`config.mk`:
```
export PLATFORM = sky130hd
export DESIGN_NAME = fish_calib_sel
export DESIGN_NICKNAME = d
export VERILOG_FILES = /design/src/rtl/fish_calib_sel.sv
export SDC_FILE = /design/constraint.sdc
export NUM_CORES = 1
export LEC_CHECK = 0
export ABC_AREA = 1
export ABC_CLOCK_PERIOD_IN_PS = 5200
export CAP_MARGIN = 0
export CORE_UTILIZATION = 40
export CTS_CLUSTER_SIZE = 12
export DETAILED_ROUTE_END_ITERATION = 16
export PLACE_DENSITY = 0.59
export SLEW_MARGIN = 20
export SYNTH_ARGS = -nofsm -noshare
export SYNTH_HDL_FRONTEND = slang
export SYNTH_SLANG_ARGS = --single-unit
```
`constraint.sdc`:
```
create_clock -name clk -period 5.2 [get_ports clk]
set_input_delay 1.3 -clock clk [delete_from_list [all_inputs] [get_ports clk]]
set_output_delay 1.3 -clock clk [all_outputs]
set_load 0.005 [all_outputs]
```
`src/rtl/fish_calib_sel.sv`:
```
// Calibration-step selector: priority-encoded case inputs choose a table entry, which is
// debounced before being committed and presented as the registered fish_cal threshold.
module fish_calib_sel #(
    parameter int                     N_CASES     = 3,
    parameter int                     W           = 4,
    parameter int                     DEB_CYCLES  = 4,
    parameter int                     DEFAULT_IDX = 0,
    parameter logic [N_CASES*W-1:0]   INIT_TABLE  = {4'd15, 4'd10, 4'd5},
    localparam int                    IW          = (N_CASES > 1) ? $clog2(N_CASES) : 1
) (
    input  logic               clk,
    input  logic               reset,
    input  logic [N_CASES-1:0] case_in,
    input  logic               wr_en,
    input  logic [IW-1:0]      wr_idx,
    input  logic [W-1:0]       wr_data,
    output logic [W-1:0]       fish_cal,
    output logic [IW-1:0]      cal_idx,
    output logic               cal_change
);

    localparam int               CW      = $clog2(DEB_CYCLES + 1);
    localparam logic [CW-1:0]    DEB_C   = CW'(DEB_CYCLES);
    localparam logic [IW-1:0]    DEF_IDX = IW'(DEFAULT_IDX);
    localparam logic [IW:0]      NC      = (IW + 1)'(N_CASES);

    logic [W-1:0]  table_q [N_CASES];
    logic [IW-1:0] pending_q, pending_d;
    logic [CW-1:0] deb_cnt_q, deb_cnt_d;
    logic [IW-1:0] cal_idx_q, cal_idx_d;
    logic [W-1:0]  fish_cal_q, fish_cal_d;
    logic          cal_change_q, cal_change_d;

    logic [IW-1:0] req;
    logic          commit;
    logic          wr_hit;

    // Lowest set bit wins; scanning downwards lets the lowest index overwrite.
    always_comb begin
        req = DEF_IDX;
        for (int i = N_CASES - 1; i >= 0; i--) begin
            if (case_in[i]) begin
                req = IW'(i);
            end
        end
    end

    always_comb begin
        pending_d = pending_q;
        deb_cnt_d = deb_cnt_q;
        commit    = 1'b0;
        if (req != pending_q) begin
            pending_d = req;
            deb_cnt_d = CW'(1);
            commit    = (DEB_CYCLES == 1);
        end else if (deb_cnt_q < DEB_C) begin
            deb_cnt_d = deb_cnt_q + CW'(1);
            commit    = (deb_cnt_d == DEB_C);
        end
    end

    always_comb begin
        cal_change_d = commit && (pending_d != cal_idx_q);
        cal_idx_d    = cal_change_d ? pending_d : cal_idx_q;
        wr_hit       = wr_en && ({1'b0, wr_idx} < NC);
        // Write-through keeps fish_cal coherent with a same-edge table update.
        if (wr_hit && (wr_idx == cal_idx_d)) begin
            fish_cal_d = wr_data;
        end else begin
            fish_cal_d = table_q[cal_idx_d];
        end
    end

    always_ff @(posedge clk) begin
        if (reset) begin
            for (int i = 0; i < N_CASES; i++) begin
                table_q[i] <= INIT_TABLE[i*W +: W];
            end
            pending_q    <= DEF_IDX;
            deb_cnt_q    <= '0;
            cal_idx_q    <= DEF_IDX;
            fish_cal_q   <= INIT_TABLE[DEFAULT_IDX*W +: W];
            cal_change_q <= 1'b0;
        end else begin
            if (wr_hit) begin
                table_q[wr_idx] <= wr_data;
            end
            pending_q    <= pending_d;
            deb_cnt_q    <= deb_cnt_d;
            cal_idx_q    <= cal_idx_d;
            fish_cal_q   <= fish_cal_d;
            cal_change_q <= cal_change_d;
        end
    end

    assign fish_cal   = fish_cal_q;
    assign cal_idx    = cal_idx_q;
    assign cal_change = cal_change_q;

endmodule

```
### Yosys cells after proc, flatten, opt, wreduce, memory -nomap -nowiden

Memory sizes are Yosys's and may differ from the RTL's. A register that Yosys moved wholly into a read port is not among the register bits.
Cells that the tools add are included.

* output and inout bits: 7
* memories: 1
* bits in writable memories: 12
* input port bits: 12
* bits in registers: 8
* logic and storage cells: 34

Memories
* table_q: depth 3, bits a word 4, rd ports 1, clocked after memory_dff 1, wr ports 3, line 27 `logic [W-1:0] table_q [N_CASES];`

* equality and inequality tests: 3
* order comparisons: 2
* add/sub/neg operators: 1
* reductions and logical operators: 5
* mux-type cells: 17

Operators with widths (count)
* two-way mux 2 bit: 6
* two-way mux 1 bit: 10
* two-way mux 4 bit: 1
* != test 2 bit: 2
* OR reduction 4 bit: 1
* adder 3 x 1 -> 3 bit, second input constant: 1
* equality test 3 bit, second input constant: 1
* < comparator 3 bit, second input constant: 1
* logical AND 1 bit: 2
* < comparator 2 bit, second input constant: 1
* nonzero test 2 bit: 1
* OR reduction 2 bit: 1

### Depth between registers and ports, before layout

Gate-level depths: netlist of run 1.

* word-level depth: 8
* mapped depth: 14
* depth with buffers taken out: 14

### Worst setup path after synthesis of run 1

Ideal clock, no wire load.

* path kind: in2reg
* start point: input reset
* end point: memory table_q[1][0] (enable)
* arrival: 2329 ps
* setup slack: 2563 ps
* required time: 4892 ps
* library setup time: 308 ps
* path buffers: 1
* stages on the path: 8
* cell sequence: clkbuf_1 -> inv_1 -> nand2_1 -> a21oi_1 -> inv_1 -> nor2_1 -> inv_1 -> nand2_1

RTL lines
* start: declaration: line 12 `input logic reset,`
* end: declaration: line 27

==> results of run 1 <==
-- per-layer routing --
metal | track usage | vias to the layer above | wire length [µm]
met4 | 0.04360 | 0 | 33
li1 | - | 588 | -
met1 | 0.2297 | 525 | 1402
met5 | 0 | - | 0
met2 | 0.2500 | 36 | 1256
met3 | 0.03832 | 6 | 155
-- sequential cells by signal, summed over array words and instances (netlist names) --
signal,flops
table_q,16
fish_cal,4
deb_cnt_q,3
cal_idx,2
pending_q,2
cal_change,1
-- synth_stat cells --
cell,count,area (µm²)
a21oi_1,3,15.01
a21oi_2,1,8.760
a311oi_1,1,8.760
a31oi_1,1,6.260
buf_8,1,15.01
clkbuf_1,1,3.750
conb_1,1,3.750
dfxtp_1,12,240.2
edfxtp_1,16,480.5
ha_1,2,25.02
inv_1,26,97.59
inv_2,1,3.750
inv_4,1,6.260
nand2_1,45,168.9
nand2_2,9,56.30
nand2_4,3,33.78
nand3_1,18,90.09
nand3_4,1,17.52
nand3b_1,1,7.510
nand4_1,3,18.77
nand4_4,1,21.27
nor2_1,12,45.04
nor2_2,2,12.51
nor2_4,1,11.26
nor2_8,1,20.02
nor3_1,2,10.01
o211ai_1,1,7.510
o21ai_1,1,5.000
or2_2,2,12.51
xor2_1,1,8.760
-- worst min-delay path: cells and delay by family (launching register included) --
family          cells  cell delay (ps)
simple gates        1               70
flops               1              360
compound gates      1               60
-- worst min path at each step --
| stage | start | end | slack, ps |
|---|---|---|---|
| after floorplan | deb_cnt_q[1] | deb_cnt_q[1] | 460 |
| after global placement | deb_cnt_q[1] | deb_cnt_q[1] | 470 |
| after CTS | deb_cnt_q[1] | deb_cnt_q[1] | 510 |
| after detailed placement | deb_cnt_q[1] | deb_cnt_q[1] | 490 |
| final | deb_cnt_q[1] | deb_cnt_q[1] | 510 |
| after global routing | deb_cnt_q[1] | deb_cnt_q[1] | 530 |
-- where the power goes --
part / switching, mW / total (mW) / internal (mW)
Sequential: 0.00498 / 0.253 / 0.248
Combinational: 0.0317 / 0.0556 / 0.0239
Clock: 0.0657 / 0.144 / 0.0780
-- final cells by class --
class,count,area (µm²),area share
clock buffer,3,22.52,0.01291
clock inverter,1,30.03,0.01722
inverter,28,107.6,0.06169
multi-input combinational,116,625.6,0.3587
sequential,28,720.7,0.4132
tap,46,57.56,0.03300
timing repair buffer,18,180.2,0.1033
-- cells by family after synthesis --
kind of cell | Yosys count | synth area share
AND/OR/NAND/NOR | 101 | 0.3596
AO/OA/AOI/OAI | 8 | 0.03510
adder cells (fa/ha/maj) | 2 | 0.01712
buffers and inverters | 30 | 0.08646
flip-flops | 28 | 0.4931
other | 1 | 0.002566
XOR/XNOR | 1 | 0.005994
-- cell usage in the layout (no fill, tap or decap) --
cell             instances
nand4_1                  3
bufinv_16                1
nand3b_1                 1
o21ai_1                  1
clkbuf_4                 3
dfxtp_1                 12
nor3_1                   2
inv_1                   26
nand2_4                  3
a311oi_1                 1
nand2_1                 45
xor2_1                   1
clkdlybuf4s50_1         18
nor2_2                   2
inv_2                    1
inv_4                    1
a21oi_2                  1
conb_1                   4
nor2_4                   1
o211ai_1                 1
nand3_1                 18
edfxtp_1                16
a21oi_1                  3
or2_2                    2
nand2_2                  9
nand4_4                  1
nor2_1                  12
nor2_8                   1
ha_1                     2
a31oi_1                  1
nand3_4                  1
==> metrics.md, run 1 <==
| Metric | Value |
|---|---|
| Hold buffers post-CTS | `0` |
| Vias per std cell | `4.813` |
| Share of cells above drive strength 1 | `0.1392` |
| Most used cell, CP | `inv_1` |
| Total Power | `452.4 µW` |
| Crit path to | `table_q[1][0]` |
| Largest net degree at the start of global routing | `17` |
| Die area | `3899 µm²` |
| Status | `completed` |
| Routed vias | `1155` |
| Post-Syn Instances | `roughly 170` |
| Avg Cell Area, Syn | `8.546 µm²` |
| Setup CP Type | `primary input to flop` |
| Layout Utilization | `0.5106` |
| Post-Route Skew | `around 15 ps` |
| Placed Area | `1692 µm²` |
| Hold Crit Class | `flop to flop` |
| Fin cells | `240` |
| Critical Path AT | `roughly 3100 ps` |
| Worst-Skew Late Latency | `340 ps` |
| Critical Path, Cell by Cell | `clkdlybuf4s50_1 > inv_1 > nand2_1 > a21oi_1 > inv_1 > nor2_1 > inv_1 > nand2_1` |
| Worst vdd ir | `~0.15 mV` |
| Startpoint type of the worst setup path | `primary input` |
| WP data required | `5240 ps` |
| Initial Util | `0.4278` |
| Setup WS post-layout | `2164 ps` |
| Final ANT Viol Nets | `0` |
| Crit path from | `reset` |
| R2R Setup Slk | `roughly 3300 ps` |
| First-pass GRT wire length | `around 5.0 mm` |
| Total GRT Usage | `0.1632` |
| Max FO, Critical Path | `9` |
| CTS Root Cell | `clkbuf_4` |
| Area Overhead vs Synth | `19.35%` |
| Maximum clock rate | `roughly 330 MHz` |
| Placeable Area | `3416 µm²` |
| Vias in the first global route | `1096` |
| Number of cell rows | `21` |
| Total number of yosys warnings | `0` |
| Pleak | `0.7317 nW` |
| Detailed Route WL | `2.848 mm` |
| # diodes | `0` |
| Initial antenna violation count | `0` |
| Final count of hold timing violations | `0` |
| Post-synth cell types | `30` |
| Slowest CP cell | `clkdlybuf4s50_1` |
| Critical Path Stages | `8` |
| DR DRC count | `0` |
| Setup bufs post-CTS | `0` |
| Port Buffers | `18` |
| Endpoint of the worst register-to-register path | `fish_cal[1]` |
| Die Width | `~62 µm` |
| CTS max path bufs | `2` |
| # IOs | `19` |
| RSZ-0062 raised after global routing | `no` |
| Setup tns final | `0 ps` |
| First DRT Iteration DRCs | `61` |
| Tcrit/Tclk final | `0.5838` |
| Design area | `between 1500 and 2000 µm²` |
| CTS buffer count | `3` |
| Drt pass-1 iters | `7` |
| Clock transition at the registers of the reported paths | `around 160 ps` |
| Final HPWL from detailed placement | `2.242 mm` |
| Routed wire per std cell | `11.87 µm` |
| Post-Syn Area | `about 1500 µm²` |
| H-tree levels | `1` |
| Cell family with most CP delay | `buffers and inverters` |
| Grt ovf | `0` |
| # placed instances | `~240` |
| CP endpoint kind | `flop` |
| RR Startpoint | `deb_cnt_q[0]` |
| RePlAce Congestion | `about 0.85` |
| Reg2reg path depth | `11` |
| Fin crit period | `3036 ps` |
| Nets@finish | `209` |
| Synthesis-stage register bit count | `28` |
| Pwr/cell area | `259.4 nW/µm²` |
| Pre-CTS setup slack | `1845 ps` |
| WHS | `510.8 ps` |
| # setup viols final | `0` |
| TritonCTS clock tree | `done` |
| Max Cap Violations | `0` |
| Buf/Inv on CP | `4` |
| Post-CTS sizing | `0` |
| CP peak stage delay | `580 ps` |
| Max Slew Vio Count | `0` |
| Filler instances | `338` |
| Seq/Total Area, Yosys | `0.4932` |
| Die H | `62.45 µm` |
| Clock sink count | `28` |
| Worst Hold Depth | `2` |
Power figures use the tool's default switching activity.
==> inputs of run 2 (changes only) <==
- ABC_CLOCK_PERIOD_IN_PS: 5200 -> 2900
- clock period: 5.2 -> 2.9 ns (I/O delays scaled with it)
==> metrics.md, run 2 (synthesis results as in run 1) <==
| Metric | Value |
|---|---|
| Status | `completed (unchanged)` |
| R2R Setup Slk | `1080 ps (was 3320 ps)` |
| Final ANT Viol Nets | `0 (unchanged)` |
| Fin crit period | `2185 ps` |
| Pleak | `0.7467 nW (was 0.7317 nW)` |
| Cell Int Power | `629.8 µW (was 350.0 µW)` |
| Final count of hold timing violations | `0 (unchanged)` |
| DR DRC count | `0 (unchanged)` |
| Max FO, Critical Path | `12 (was 9)` |
| Drt pass-1 iters | `4 (was 7)` |
| # setup viols final | `0 (unchanged)` |
| Met1 GRT Util | `0.2028 (was 0.2297)` |
| Max Cap Violations | `0 (unchanged)` |
| Routed wire per std cell | `11.63 µm (was 11.87 µm)` |
| Layout Utilization | `0.5172 (was 0.5106)` |
| First-pass GRT wire length | `4.940 mm (was 5.043 mm)` |
| Final HPWL from detailed placement | `2.184 mm (was 2.242 mm)` |
| Most frequent cells in the layout | `nand2_1, inv_1, nand3_1, clkdlybuf4s50_1, edfxtp_1 (unchanged)` |
| First DRT Iteration DRCs | `51 (was 61)` |
| Initial Util | `0.4278 (unchanged)` |
| Max reg flops | `16 (unchanged)` |
| Most common cell after layout, fill and taps aside | `nand2_1 (unchanged)` |
| TritonCTS clock tree | `done (unchanged)` |
| Clock transition at the registers of the reported paths | `170 ps (was 160 ps)` |
| Routed vias | `1137 (was 1155)` |
| Sequential power share | `0.555 (was 0.559)` |
| Total GRT Usage | `0.1630 (was 0.1632)` |
| Share of cells above drive strength 1 | `0.1523 (was 0.1392)` |
| CTS buffer count | `3 (unchanged)` |
| Busiest layer in global routing | `met2 (unchanged)` |
| Clock network fraction of total power | `0.322 (was 0.318)` |
| Worst vdd ir | `0.3261 mV (was 0.1455 mV)` |
| Setup bufs post-CTS | `0 (unchanged)` |
| # IOs | `19 (unchanged)` |
| Number of cell rows | `21 (unchanged)` |
| CP endpoint kind | `flop (unchanged)` |
| Vias per std cell | `4.679 (was 4.813)` |
| Setup tns final | `0 ps (unchanged)` |
| Detailed Route WL | `2.826 mm (was 2.848 mm)` |
| Combinational power share | `0.123 (about the same)` |
| RePlAce Congestion | `0.8185 (was 0.8461)` |
| Critical Path AT | `2440 ps (was 3080 ps)` |
| Largest net degree at the start of global routing | `17 (unchanged)` |
| Worst-Skew Late Latency | `340 ps (about the same)` |
| Met2 Use GR | `0.2731 (was 0.2500)` |
| Clock sink count | `28 (unchanged)` |
| Grt ovf | `0 (unchanged)` |
| Port Buffers | `18 (unchanged)` |
| Tcrit/Tclk final | `0.7536` |
| Met3 Use GR | `0.04745 (was 0.03832)` |
| Vias in the first global route | `1140 (was 1096)` |
| Placeable Area | `3416 µm² (unchanged)` |
| Post-CTS sizing | `0 (unchanged)` |
| Area Overhead vs Synth | `20.89% (was 19.35%)` |
| Net switching power | `188.9 µW (was 102.4 µW)` |
| Die H | `62.45 µm (unchanged)` |
| RSZ-0062 raised after global routing | `no (unchanged)` |
| Max Slew Vio Count | `0 (unchanged)` |
| Largest Register | `table_q (unchanged)` |
| Startpoint type of the worst setup path | `primary input (unchanged)` |
| Pwr/cell area | `463.4 nW/µm² (was 259.4 nW/µm²)` |
| H-tree levels | `1 (unchanged)` |
| # diodes | `0 (unchanged)` |
| WP data required | `3160 ps (was 5240 ps)` |
| CTS max path bufs | `2 (unchanged)` |
| Die area | `3899 µm² (unchanged)` |
| Maximum clock rate | `457.6 MHz` |
| Setup CP Type | `primary input to flop (unchanged)` |
| Die Width | `62.45 µm (unchanged)` |
| Initial antenna violation count | `0 (unchanged)` |
| CTS Root Cell | `clkbuf_4 (unchanged)` |
| Net Sw Frac | `0.2307 (was 0.2263)` |
| Hold buffers post-CTS | `0 (unchanged)` |
| Post-Route Skew | `13.42 ps (was 15.33 ps)` |
| Nets@finish | `212 (was 209)` |
| Hold Crit Class | `flop to flop (unchanged)` |
[run 2: cell count changes in the layout (fill, tap and decap cells not counted), sizes merged]
cell	previous run	this run
buf	0	3
[run 2: power groups by stage]
stage / logic [mW] / registers (mW) / clock network, mW
2_1_floorplan: 0.0588 / 0.461 / 0
3_3_place_gp: 0.101 / 0.463 / 0
3_5_place_dp: 0.101 / 0.464 / 0
4_1_cts: 0.102 / 0.455 / 0.265
5_1_grt: 0.113 / 0.457 / 0.284
6_report: 0.101 / 0.454 / 0.263
[run 2: per-layer routing]
layer | up-vias | part of all wire
met2 | 35 | 0.46
li1 | 595 | -
met3 | 4 | 0.061
met5 | - | 0
met4 | 0 | 0.016
met1 | 503 | 0.46
[run 2: worst paths after layout]
path | start | endpoint | cells after the start
worst max register to register | deb_cnt_q[0] | fish_cal[3] | 12
worst min register to register | deb_cnt_q[1] | deb_cnt_q[1] | 2
worst min-delay path | deb_cnt_q[1] | deb_cnt_q[1] | 2
worst max-delay path | case_in[0] | fish_cal[2] | 14
[run 2: cell type report]
class                   instances  area, µm²
clock buffers                   3      22.52
clock inverters                 1      30.03
fillers                       317       1649
inverters                      28      107.6
multi-input cells             116      625.6
flip-flops and latches         28      720.7
well taps                      46      57.56
repair buffers                 21      202.7
[run 2: critical path: stages]
cell	delay (ps)
clkdlybuf4s50_1	490
inv_1	70
nand2_2	110
nand2_2	80
nand2_4	100
inv_4	50
nor2_8	130
nand3_4	100
nand2_4	140
nand2_1	70
nand2_1	90
nand3_1	110
nand3_1	110
nand3_1	60
[run 2: per-stage QoR]
stage	cell area (µm²)	power (mW)	setup WS, ps	hold slack (ps)	cells
final	1767	0.8187	714.5	515.5	243
after global routing	1767	0.8548	546.7	545.4	243
after CTS	1767	0.8216	714.0	526.4	243
after detailed placement	1714	0.5646	363.5	506.3	239
after global placement	1714	0.5642	405.7	473.3	239
after floorplan	1473	0.5198	838.4	461.4	174
